File: src/rtl/sine_dds_ctrl.sv
`default_nettype none
// ============================================================================
// Module   : sine_dds_ctrl
// Purpose  : Phase-accumulator DDS controller that addresses an external
//            combinational sine LUT and delivers attenuated samples over a
//            valid/ready handshake. Optional LFSR phase dither: DDS_DITHER_EN.
// Revision : 1.0 - initial release
// ============================================================================
module sine_dds_ctrl #(
    parameter int PHASE_W = 32,
    parameter int ADDR_W  = 10,
    parameter int DATA_W  = 16
) (
    input  logic                i_clk,
    input  logic                i_rst_n,
    input  logic                i_en,
    input  logic [PHASE_W-1:0]  i_ftw,
    input  logic                i_ftw_load,
    input  logic                i_phase_clr,
    input  logic [3:0]          i_atten,
    input  logic                i_sample_req,
    output logic [ADDR_W-1:0]   o_lut_addr,
    input  logic [DATA_W-1:0]   i_lut_data,
    output logic [DATA_W-1:0]   o_sample,
    output logic                o_valid,
    input  logic                i_ready,
    output logic                o_overrun
);

    typedef enum logic [1:0] {
        IDLE  = 2'd0,
        ADDR  = 2'd1,
        CAPT  = 2'd2,
        VALID = 2'd3
    } state_t;

    state_t               r_state;
    state_t               w_state_nxt;
    logic                 w_start;
    logic                 w_pending_nxt;
    logic                 w_overrun_set;

    logic [PHASE_W-1:0]   r_phase;
    logic [PHASE_W-1:0]   r_ftw;
    logic [PHASE_W-1:0]   w_addr_phase;
    logic [ADDR_W-1:0]    r_lut_addr;
    logic [DATA_W-1:0]    r_sample;
    logic [DATA_W-1:0]    w_scaled;
    logic                 r_valid;
    logic                 r_pending;
    logic                 r_overrun;

    // ------------------------------------------------------------------------
    // State register
    // ------------------------------------------------------------------------
    always_ff @(posedge i_clk) begin
        if (!i_rst_n) begin
            r_state <= IDLE;
        end else begin
            r_state <= w_state_nxt;
        end
    end

    // ------------------------------------------------------------------------
    // Next-state, request queueing and overrun detection
    // ------------------------------------------------------------------------
    always_comb begin
        w_state_nxt   = r_state;
        w_start       = 1'b0;
        w_pending_nxt = r_pending;
        w_overrun_set = 1'b0;
        case (r_state)
            IDLE: begin
                // Requests seen while disabled in IDLE are simply dropped.
                if (i_en && (i_sample_req || r_pending)) begin
                    w_state_nxt   = ADDR;
                    w_start       = 1'b1;
                    // A fresh request arriving alongside a queued one stays queued.
                    w_pending_nxt = r_pending && i_sample_req;
                end
            end
            ADDR:  w_state_nxt = CAPT;
            CAPT:  w_state_nxt = VALID;
            VALID: begin
                if (i_ready) begin
                    w_state_nxt = IDLE;
                end
            end
            default: w_state_nxt = IDLE;
        endcase

        if (r_state != IDLE && i_sample_req) begin
            if (r_pending) begin
                w_overrun_set = 1'b1;
            end else begin
                w_pending_nxt = 1'b1;
            end
        end
    end

    // ------------------------------------------------------------------------
    // Phase accumulator and tuning word
    // ------------------------------------------------------------------------
    always_ff @(posedge i_clk) begin
        if (!i_rst_n) begin
            r_ftw <= '0;
        end else if (i_ftw_load) begin
            r_ftw <= i_ftw;
        end
    end

    // Clear wins over the CAPT increment; the increment always uses the FTW
    // held before any same-cycle load.
    always_ff @(posedge i_clk) begin
        if (!i_rst_n) begin
            r_phase <= '0;
        end else if (i_phase_clr) begin
            r_phase <= '0;
        end else if (r_state == CAPT) begin
            r_phase <= r_phase + r_ftw;
        end
    end

`ifdef DDS_DITHER_EN
    localparam logic [15:0]        c_LFSR_POLY = 16'hB400;
    localparam logic [15:0]        c_LFSR_SEED = 16'hACE1;
    localparam logic [PHASE_W-1:0] c_DITH_MASK = {PHASE_W{1'b1}} >> ADDR_W;

    logic [15:0] r_lfsr;

    always_ff @(posedge i_clk) begin
        if (!i_rst_n) begin
            r_lfsr <= c_LFSR_SEED;
        end else if (r_state == CAPT) begin
            r_lfsr <= {1'b0, r_lfsr[15:1]} ^ (r_lfsr[0] ? c_LFSR_POLY : 16'h0000);
        end
    end

    // Dither perturbs only the address; the accumulator itself is untouched.
    always_comb begin
        w_addr_phase = r_phase + (PHASE_W'(r_lfsr) & c_DITH_MASK);
    end
`else
    always_comb begin
        w_addr_phase = r_phase;
    end
`endif

    // ------------------------------------------------------------------------
    // LUT address, sample capture and handshake
    // ------------------------------------------------------------------------
    always_comb begin
        w_scaled = DATA_W'($signed(i_lut_data) >>> i_atten);
    end

    always_ff @(posedge i_clk) begin
        if (!i_rst_n) begin
            r_lut_addr <= '0;
            r_sample   <= '0;
            r_valid    <= 1'b0;
            r_pending  <= 1'b0;
            r_overrun  <= 1'b0;
        end else begin
            r_pending <= w_pending_nxt;
            if (w_overrun_set) begin
                r_overrun <= 1'b1;
            end
            if (r_state == ADDR) begin
                r_lut_addr <= w_addr_phase[PHASE_W-1 -: ADDR_W];
            end
            if (r_state == CAPT) begin
                r_sample <= w_scaled;
                r_valid  <= 1'b1;
            end else if (r_state == VALID && i_ready) begin
                r_valid <= 1'b0;
            end
        end
    end

    assign o_lut_addr = r_lut_addr;
    assign o_sample   = r_sample;
    assign o_valid    = r_valid;
    assign o_overrun  = r_overrun;

endmodule
`default_nettype wire

File: config.mk
export PLATFORM = sky130hd
export DESIGN_NAME = sine_dds_ctrl
export DESIGN_NICKNAME = d
export VERILOG_FILES = /design/src/rtl/sine_dds_ctrl.sv
export SDC_FILE = /design/constraint.sdc
export NUM_CORES = 1
export LEC_CHECK = 0
export BUFFER_PORTS_ARGS = -buffer_cell sky130_fd_sc_hd__buf_4
export CAP_MARGIN = 5
export CORE_ASPECT_RATIO = 0.5
export CORE_MARGIN = 2
export CORE_UTILIZATION = 45
export DETAILED_ROUTE_END_ITERATION = 8
export PLACE_DENSITY_LB_ADDON = 0.05
export SYNTH_ARGS = -nofsm -noshare
export SYNTH_HDL_FRONTEND = slang
export SYNTH_SLANG_ARGS = --single-unit
File: constraint.sdc
create_clock -name i_clk -period 3.55 [get_ports i_clk]
set_input_delay 0.355 -clock i_clk [delete_from_list [all_inputs] [get_ports i_clk]]
set_output_delay 0.355 -clock i_clk [all_outputs]
set_load 0.02 [all_outputs]
==> out/qor.txt, run 1 <==
Postcts setup bufs = 0
Maximum VDD drop = 0.266 mV
Critical path endpoint category = flop
DR pass1 iterations = 4
Slowest cell on crit path = fa_1
Setup TNS = 0 ps
PD cells = 439 mW/mm^2
Synth Area in Compound Gates = 18.3%
Top_reg_cell synth = dfxtp_1
Post-synthesis mux area share = 16.8%
Area of the core = 0.0127 sq mm
Num CTS Buffers = 9
Top post-synthesis cells by area = dfxtp_1 (32%), mux2i_1 (13%), ha_1 (7.4%)
Sequential share of the synthesized area = 32.3%
H-Tree Depth = 3
Syn_nets = 748
Vias/cell = 5.36
PostCTS Resize Cnt = 0
Initial Utilization = 46.4%
Clock tree buffer depth = 2
Post-Route WL = 13500 microns
CP peak stage delay = 420 ps
Rows = 29
Crit start category = flop
Die area = 0.0141 sq mm
Count leader, synth = dfxtp_1
Grt total ovfl = 0
Min Hold Slack = 270 ps
Non-Filler Instances = 891
Initial antenna violation count = 0
Clk slew on worst S/H paths = 70 ps
CP max FO = 4
Worst min-delay path class = input pin to flop
FFs w/ async S/R, synth = 0%
Number of synthesized flops with an enable pin = 0
Number of remaining DRC errors = 0
WS Path Type = flop to flop
Post-Synth Simple-Gate Area = 18.2%
Tmin final = 2870 ps
Crit path max-delay family = compound AO/OA/AOI/OAI gates
Clk_lat worst skew = 340 ps
Largest family of logic cells by synthesized area = compound AO/OA/AOI/OAI gates
Relative slew slack = 45.8%
Synth Area in XOR/XNOR = 2.98%
Period utilisation layout = 80.8%
Number of port buffers = 86
CTS Hold Bufs = 0
Final setup viols = 0
Largest net degree at the start of global routing = 66
Post-synth cell types = 63
Layout Nets = 811
Vias in the first global route = 4575
Synth warn = 0
RSZ-0062 raised after global routing = false
Final Hold Fails = 0
Yosys reg bits = 95
Post-synth top cells = dfxtp_1 (95), mux2i_1 (75), nor2b_1 (62)
Clk sinks = 95
HPWL after detailed placement = 9520 microns
Die Span Y = 84.9 microns
Worst clock skew = 9.24 ps
Layout cell share with drive strength beyond 1 = 19.8%
First-pass GRT wire length = 22900 microns
Initial DRC count = 222
Antenna viol nets, final = 0
Post-Place Worst Slack = 724 ps
Max Freq = 0.348 GHz
Total Routing Usage GR = 19.7%
Synth Cell Area = 0.00589 sq mm
Crit path buf inv count = 0
Maxcap violations = 0
Vias = 4780
Post-Syn Area per Cell = 9.02 sq um
Leakage = 2.92 nW
Die X-Extent = 166 microns
IO Count = 87
# diodes = 0
Critical Path RT = 3780 ps
Synth top area share = 32.3%
Max Slew Vio Count = 0
CTS Root Cell = clkbuf_16
Worst Slack Setup Final = 680 ps
Gate Count Post-Synth = 653
Outcome = completed
Fin util = 54.5%
Placed inst area = 0.00660 sq mm
Dpl cells = 875
Routed WL per cell = 15.1 microns
Worst Path Arrival = 3100 ps
Worst path cell trace = ha_1 -> fa_1 -> a21o_1 -> a211o_1 -> o211a_4 -> o311ai_4 -> a21oi_2 -> o21ai_2 -> mux2i_1 -> a311o_1
Synth-to-Final Area Change = 17.6%
Area leader, netlist = dfxtp_1
Final Total Pwr = 3.04 mW
Post-Synth Adder-Cell Area = 7.78%
Actual transition at the worst max-transition pin = 813 ps
Post-route cell area = 0.00692 sq mm
CTS tree = done
Gpl congestion = 0.873
-- kinds of logic after synthesis --
| family | Yosys count |
|---|---|
| simple gates | 206 |
| compound gates | 158 |
| flops | 95 |
| mux | 90 |
| buf+inv | 48 |
| fa+ha+maj | 36 |
| xor+xnor | 20 |
-- flip-flops by register name, summed over array words and instances (netlist names) --
| signal | count |
|---|---|
| o_sample | 16 |
| r_phase | 32 |
| o_lut_addr | 10 |
| r_state | 2 |
| o_valid | 1 |
| o_overrun | 1 |
| r_ftw | 32 |
| r_pending | 1 |
-- path summary, 6_finish.rpt --
check                  start           to  slack, ps  cells past startpoint
setup / recovery  r_phase[0]  r_phase[28]        680                     10
hold / removal     i_ftw[30]    r_ftw[30]        270                      3
setup reg to reg  r_phase[0]  r_phase[28]        680                     10
hold reg to reg    o_overrun    o_overrun        480                      1
-- tightest hold or removal path, stage by stage --
cell and delay (ps):
buf_4 70, mux2i_1 50, nor2b_1 90
-- power breakdown --
part	switching [mW]	internal, mW
combinational	0.442	0.341
clock	0.427	0.619
sequential	0.0546	1.15
-- layout by cell type, fill, tap and decap left out, types with 14 or more instances in the layout --
cell,n
a21o_1,14
a21oi_1,43
buf_4,90
dfxtp_1,95
ha_1,34
mux2i_1,75
nand2_1,44
nor2_1,50
nor2b_1,62
nor3_1,17
o21ai_0,29
-- layer usage --
metal | global-route usage (%) | share of wire [%] | vias to the layer above
met3 | 5.97 | 5.4 | 10
met1 | 27.3 | 51 | 2212
met2 | 30.8 | 43 | 86
met5 | 0 | 0 | -
met4 | 3.64 | 0.73 | 0
li1 | - | - | 2472
-- area by class of cell --
type	count	area, sq um
Clock buffer	9	225
Sequential cell	95	1900
Timing Repair Buffer	90	676
Clock inverter	7	97.6
Fill cell	1229	5780
Multi-Input combinational cell	510	3770
Tap cell	170	213
Inverter	10	37.5
No activity file was read; power rests on OpenSTA's default activity.
==> inputs of run 2 (changes only) <==
Clock period 3.55 ns to 2.95 ns, I/O delays scaled along.
==> out/qor.txt, run 2 (synthesized netlist as in run 1, its figures left out) <==
Crit start category = flop
Max Freq = 0.350 GHz
Switch share = 30.2%
IO Count = 87
Synth-to-Final Area Change = 18.2%
HPWL after detailed placement = 9800 microns
Seq pwr share = 39.5%
CP max FO = 4
Non-Filler Instances = 896
Period utilisation layout = 96.9%
Worst Path Arrival = 3090 ps
Final Hold Fails = 0
Total Routing Usage GR = 19.7%
Initial antenna violation count = 0
Most frequent cells in the layout = buf_4 (95), dfxtp_1 (95), mux2i_1 (75)
Combinational share of power = 25.9%
Routed WL per cell = 15.1 microns
Rows = 29
Final Total Pwr = 3.68 mW
Largest net degree at the start of global routing = 47
Worst path cell trace = ha_1 -> fa_1 -> a21o_1 -> a211o_1 -> o211a_4 -> o311ai_4 -> a21oi_2 -> o21bai_2 -> mux2i_1 -> a311o_1
Number of port buffers = 86
Worst clock skew = 9.26 ps
First-pass GRT wire length = 22700 microns
RSZ-0062 raised after global routing = false
Dpl cells = 880
DR pass1 iterations = 5
Postcts setup bufs = 0
PostCTS Resize Cnt = 0
Initial Utilization = 46.4%
CTS Hold Bufs = 0
Area of the core = 0.0127 sq mm
Clk sinks = 95
Number of remaining DRC errors = 0
Clock network fraction of design power = 34.7%
CTS Root Cell = clkbuf_16
Max Slew Vio Count = 0
Fin util = 54.8%
Maxcap violations = 0
Clock tree buffer depth = 2
Actual transition at the worst max-transition pin = 838 ps
Net Sw Power = 1.11 mW
Antenna viol nets, final = 0
Post-Route WL = 13600 microns
Final setup viols = 0
Die X-Extent = 166 microns
Outcome = completed
Die Span Y = 84.9 microns
Critical path endpoint category = flop
Worst min-delay path class = input pin to flop
Initial DRC count = 243
Layout Nets = 816
Slowest cell on crit path = fa_1
Vias = 4832
Clk slew on worst S/H paths = 70 ps
WS Path Type = flop to flop
Relative slew slack = 44.0%
Tmin final = 2860 ps
Leakage = 2.95 nW
Layout cell share with drive strength beyond 1 = 20.2%
CTS tree = done
PD cells = 529 mW/mm^2
Die area = 0.0141 sq mm
CP peak stage delay = 410 ps
H-Tree Depth = 3
Critical Path RT = 3180 ps
Vias in the first global route = 4485
# diodes = 0
Grt total ovfl = 0
Gpl congestion = 0.869
Maximum VDD drop = 0.357 mV
Num CTS Buffers = 9
Setup TNS = 0 ps
Clk_lat worst skew = 350 ps
Internal power = 2.57 mW
Vias/cell = 5.39
-- run 2: changes by cell type in the layout (fill, tap and decap cells not counted), sizes merged --
cell,before,now
clkinvlp,2,1
clkinv,3,2
clkbuf,9,11
buf,90,95
-- run 2: area by class of cell --
type                       instances  area [sq um]
clock inverter                     5          81.3
multi-input combinational        510          3770
tap                              170           213
inverter                          10          37.5
clock buffer                      11           243
sequential                        95          1900
timing repair buffer              95           713
fill                            1245          5740
-- run 2: path summary, 6_finish.rpt --
kind                                 start           to  slack (ps)  depth (start not counted)
worst max-delay path            r_phase[0]  r_phase[26]          90                         10
worst min-delay path             i_ftw[10]    r_ftw[10]         200                          3
worst min register to register   o_overrun    o_overrun         470                          1
worst max register to register  r_phase[0]  r_phase[26]          90                         10
-- run 2: layer usage --
metal	vias to the layer above	track usage (%)	wire length [microns]
met4	0	4.03	112
met1	2253	27.5	7010
li1	2479	-	-
met5	-	0	0
met2	93	30.1	5670
met3	7	6.02	771
-- run 2: through the flow --
stage,cell area [sq um],setup slack (ps),hold WS (ps)
2_1_floorplan,5890,294,449
3_3_place_gp,6640,155,453
3_5_place_dp,6640,123,454
4_1_cts,6960,95.7,198
5_1_grt,6960,1.14,205
6_report,6960,90.8,202
-- run 2: power by group through the flow --
stage	Clock, mW	Combinational [mW]	Sequential, mW
after detailed placement	0	0.958	1.48
after global placement	0	0.948	1.48
final	1.28	0.952	1.45
after CTS	1.31	0.960	1.45
after floorplan	0	0.610	1.53
after global routing	1.35	1.05	1.47
-- run 2: worst max-delay path: cells and delay by family (launching register included) --
kind	cells	cell delay, ps
AOI/OAI and AO/OA	7	1730
adders and majority gates	2	630
DFF	1	320
muxes	1	90
==> inputs of run 3 (changes only) <==
Settings changed: GPL_ROUTABILITY_DRIVEN from default to 1, REMOVE_ABC_BUFFERS from default to 1.
==> out/qor.txt, run 3 (synthesized netlist as in run 1, its figures left out) <==
IO Count = 87
Crit start category = flop
Crit path max-delay family = compound AO/OA/AOI/OAI gates
H-Tree Depth = 3
CTS Root Cell = clkbuf_16
Clk sinks = 95
Die X-Extent = 166 microns
Final Hold Fails = 0
Critical Path Source = r_phase[0]
PD cells = 530 mW/mm^2
Worst Path Arrival = 3020 ps
Layout cell share with drive strength beyond 1 = 20.7%
CTS tree = done
Period utilisation layout = 94.8%
Stages on the worst setup path = 10
# diodes = 0
Largest net degree at the start of global routing = 47
Actual transition at the worst max-transition pin = 841 ps
Clk slew on worst S/H paths = 70 ps
Num CTS Buffers = 9
Total Routing Usage GR = 20.1%
Most frequent cells in the layout = buf_4 (95), dfxtp_1 (95), mux2i_1 (75)
Critical Path RT = 3170 ps
DR pass1 iterations = 4
CP max FO = 4
Tmin final = 2800 ps
Placed inst area = 0.00663 sq mm
Vias/cell = 5.40
Slowest cell on crit path = fa_2
Clk_lat worst skew = 340 ps
Post-Route WL = 13600 microns
Critical path endpoint category = flop
Number of remaining DRC errors = 0
CTS Hold Bufs = 0
Antenna viol nets, final = 0
Worst reg2reg setup slack = 150 ps
First-pass GRT wire length = 23100 microns
Die area = 0.0141 sq mm
Number of port buffers = 86
Routed WL per cell = 15.2 microns
Relative slew slack = 43.9%
Fin util = 54.9%
Vias in the first global route = 4662
Worst reg2reg path endpoint = r_phase[30]
Reg2Reg Depth = 10
Critical Path End = r_phase[30]
Vias = 4836
Initial DRC count = 176
Post-route cell area = 0.00698 sq mm
RR Startpoint = r_phase[0]
Rows = 29
Worst path cell trace = ha_1 -> fa_2 -> a21o_1 -> a211o_1 -> o211a_4 -> o311ai_4 -> a21oi_2 -> o21ai_2 -> mux2i_1 -> a311o_1
WS Path Type = flop to flop
Area of the core = 0.0127 sq mm
Gpl congestion = 0.849
CP peak stage delay = 350 ps
Final setup viols = 0
Clock tree buffer depth = 2
Initial Utilization = 46.4%
HPWL after detailed placement = 9920 microns
Die Span Y = 84.9 microns
Setup TNS = 0 ps
Grt total ovfl = 0
Crit path buf inv count = 0
Maximum VDD drop = 0.312 mV
Hold-critical path depth = 3
Leakage = 2.96 nW
Initial antenna violation count = 0
Max Freq = 0.358 GHz
Max Slew Vio Count = 0
Outcome = completed
Maxcap violations = 0
Worst min-delay path class = input pin to flop
Layout Nets = 816
Worst clock skew = 6.70 ps
Synth-to-Final Area Change = 18.5%
-- run 3: area by class of cell --
cell class | count | area (sq um)
multi-input cells | 510 | 3780
clock buffers | 12 | 267
well taps | 170 | 213
repair buffers | 95 | 713
clock inverters | 3 | 65.1
fillers | 1181 | 5720
flip-flops and latches | 95 | 1900
inverters | 10 | 37.5
-- run 3: worst reg2reg max path, delay by kind of cell (launching register included) --
family	cells	cell delay [ps]
AO/OA/AOI/OAI	7	1710
flip-flops	1	310
adder cells (fa/ha/maj)	2	570
multiplexers	1	90
-- run 3: how the worst min path moves through the flow --
stage / start / to / slack (ps)
floorplan: i_rst_n / o_overrun / 410
global placement: o_overrun / o_overrun / 450
detailed placement: o_overrun / o_overrun / 460
CTS: i_ftw[12] / r_ftw[12] / 200
global route: i_ftw[13] / r_ftw[13] / 200
finish: i_ftw[13] / r_ftw[13] / 210
-- run 3: report_power, final --
| part | switching [mW] | internal, mW |
|---|---|---|
| sequential | 0.0659 | 1.39 |
| clock | 0.484 | 0.806 |
| combinational | 0.539 | 0.416 |
-- run 3: routing by layer --
layer,GRT usage [%],routed length [microns],vias to the layer above
met4,3.95,95,0
met5,0,0,-
li1,-,-,2488
met2,31.8,5750,97
met1,27.9,7070,2243
met3,5.41,704,8
-- run 3: per-stage QoR --
stage	cells	power, mW	hold slack [ps]	setup WS, ps
global route	895	3.90	205	-0.108
finish	895	3.70	206	154
global placement	879	2.43	453	120
CTS	894	3.74	201	74.8
floorplan	615	2.09	413	-285
detailed placement	879	2.44	460	102
-- run 3: timing repair --
item	4_1_cts	5_1_grt
setup buffers	0	1
setup endpoints to repair	0	4
resized for setup	0	3
hold endpoints to repair	0	0
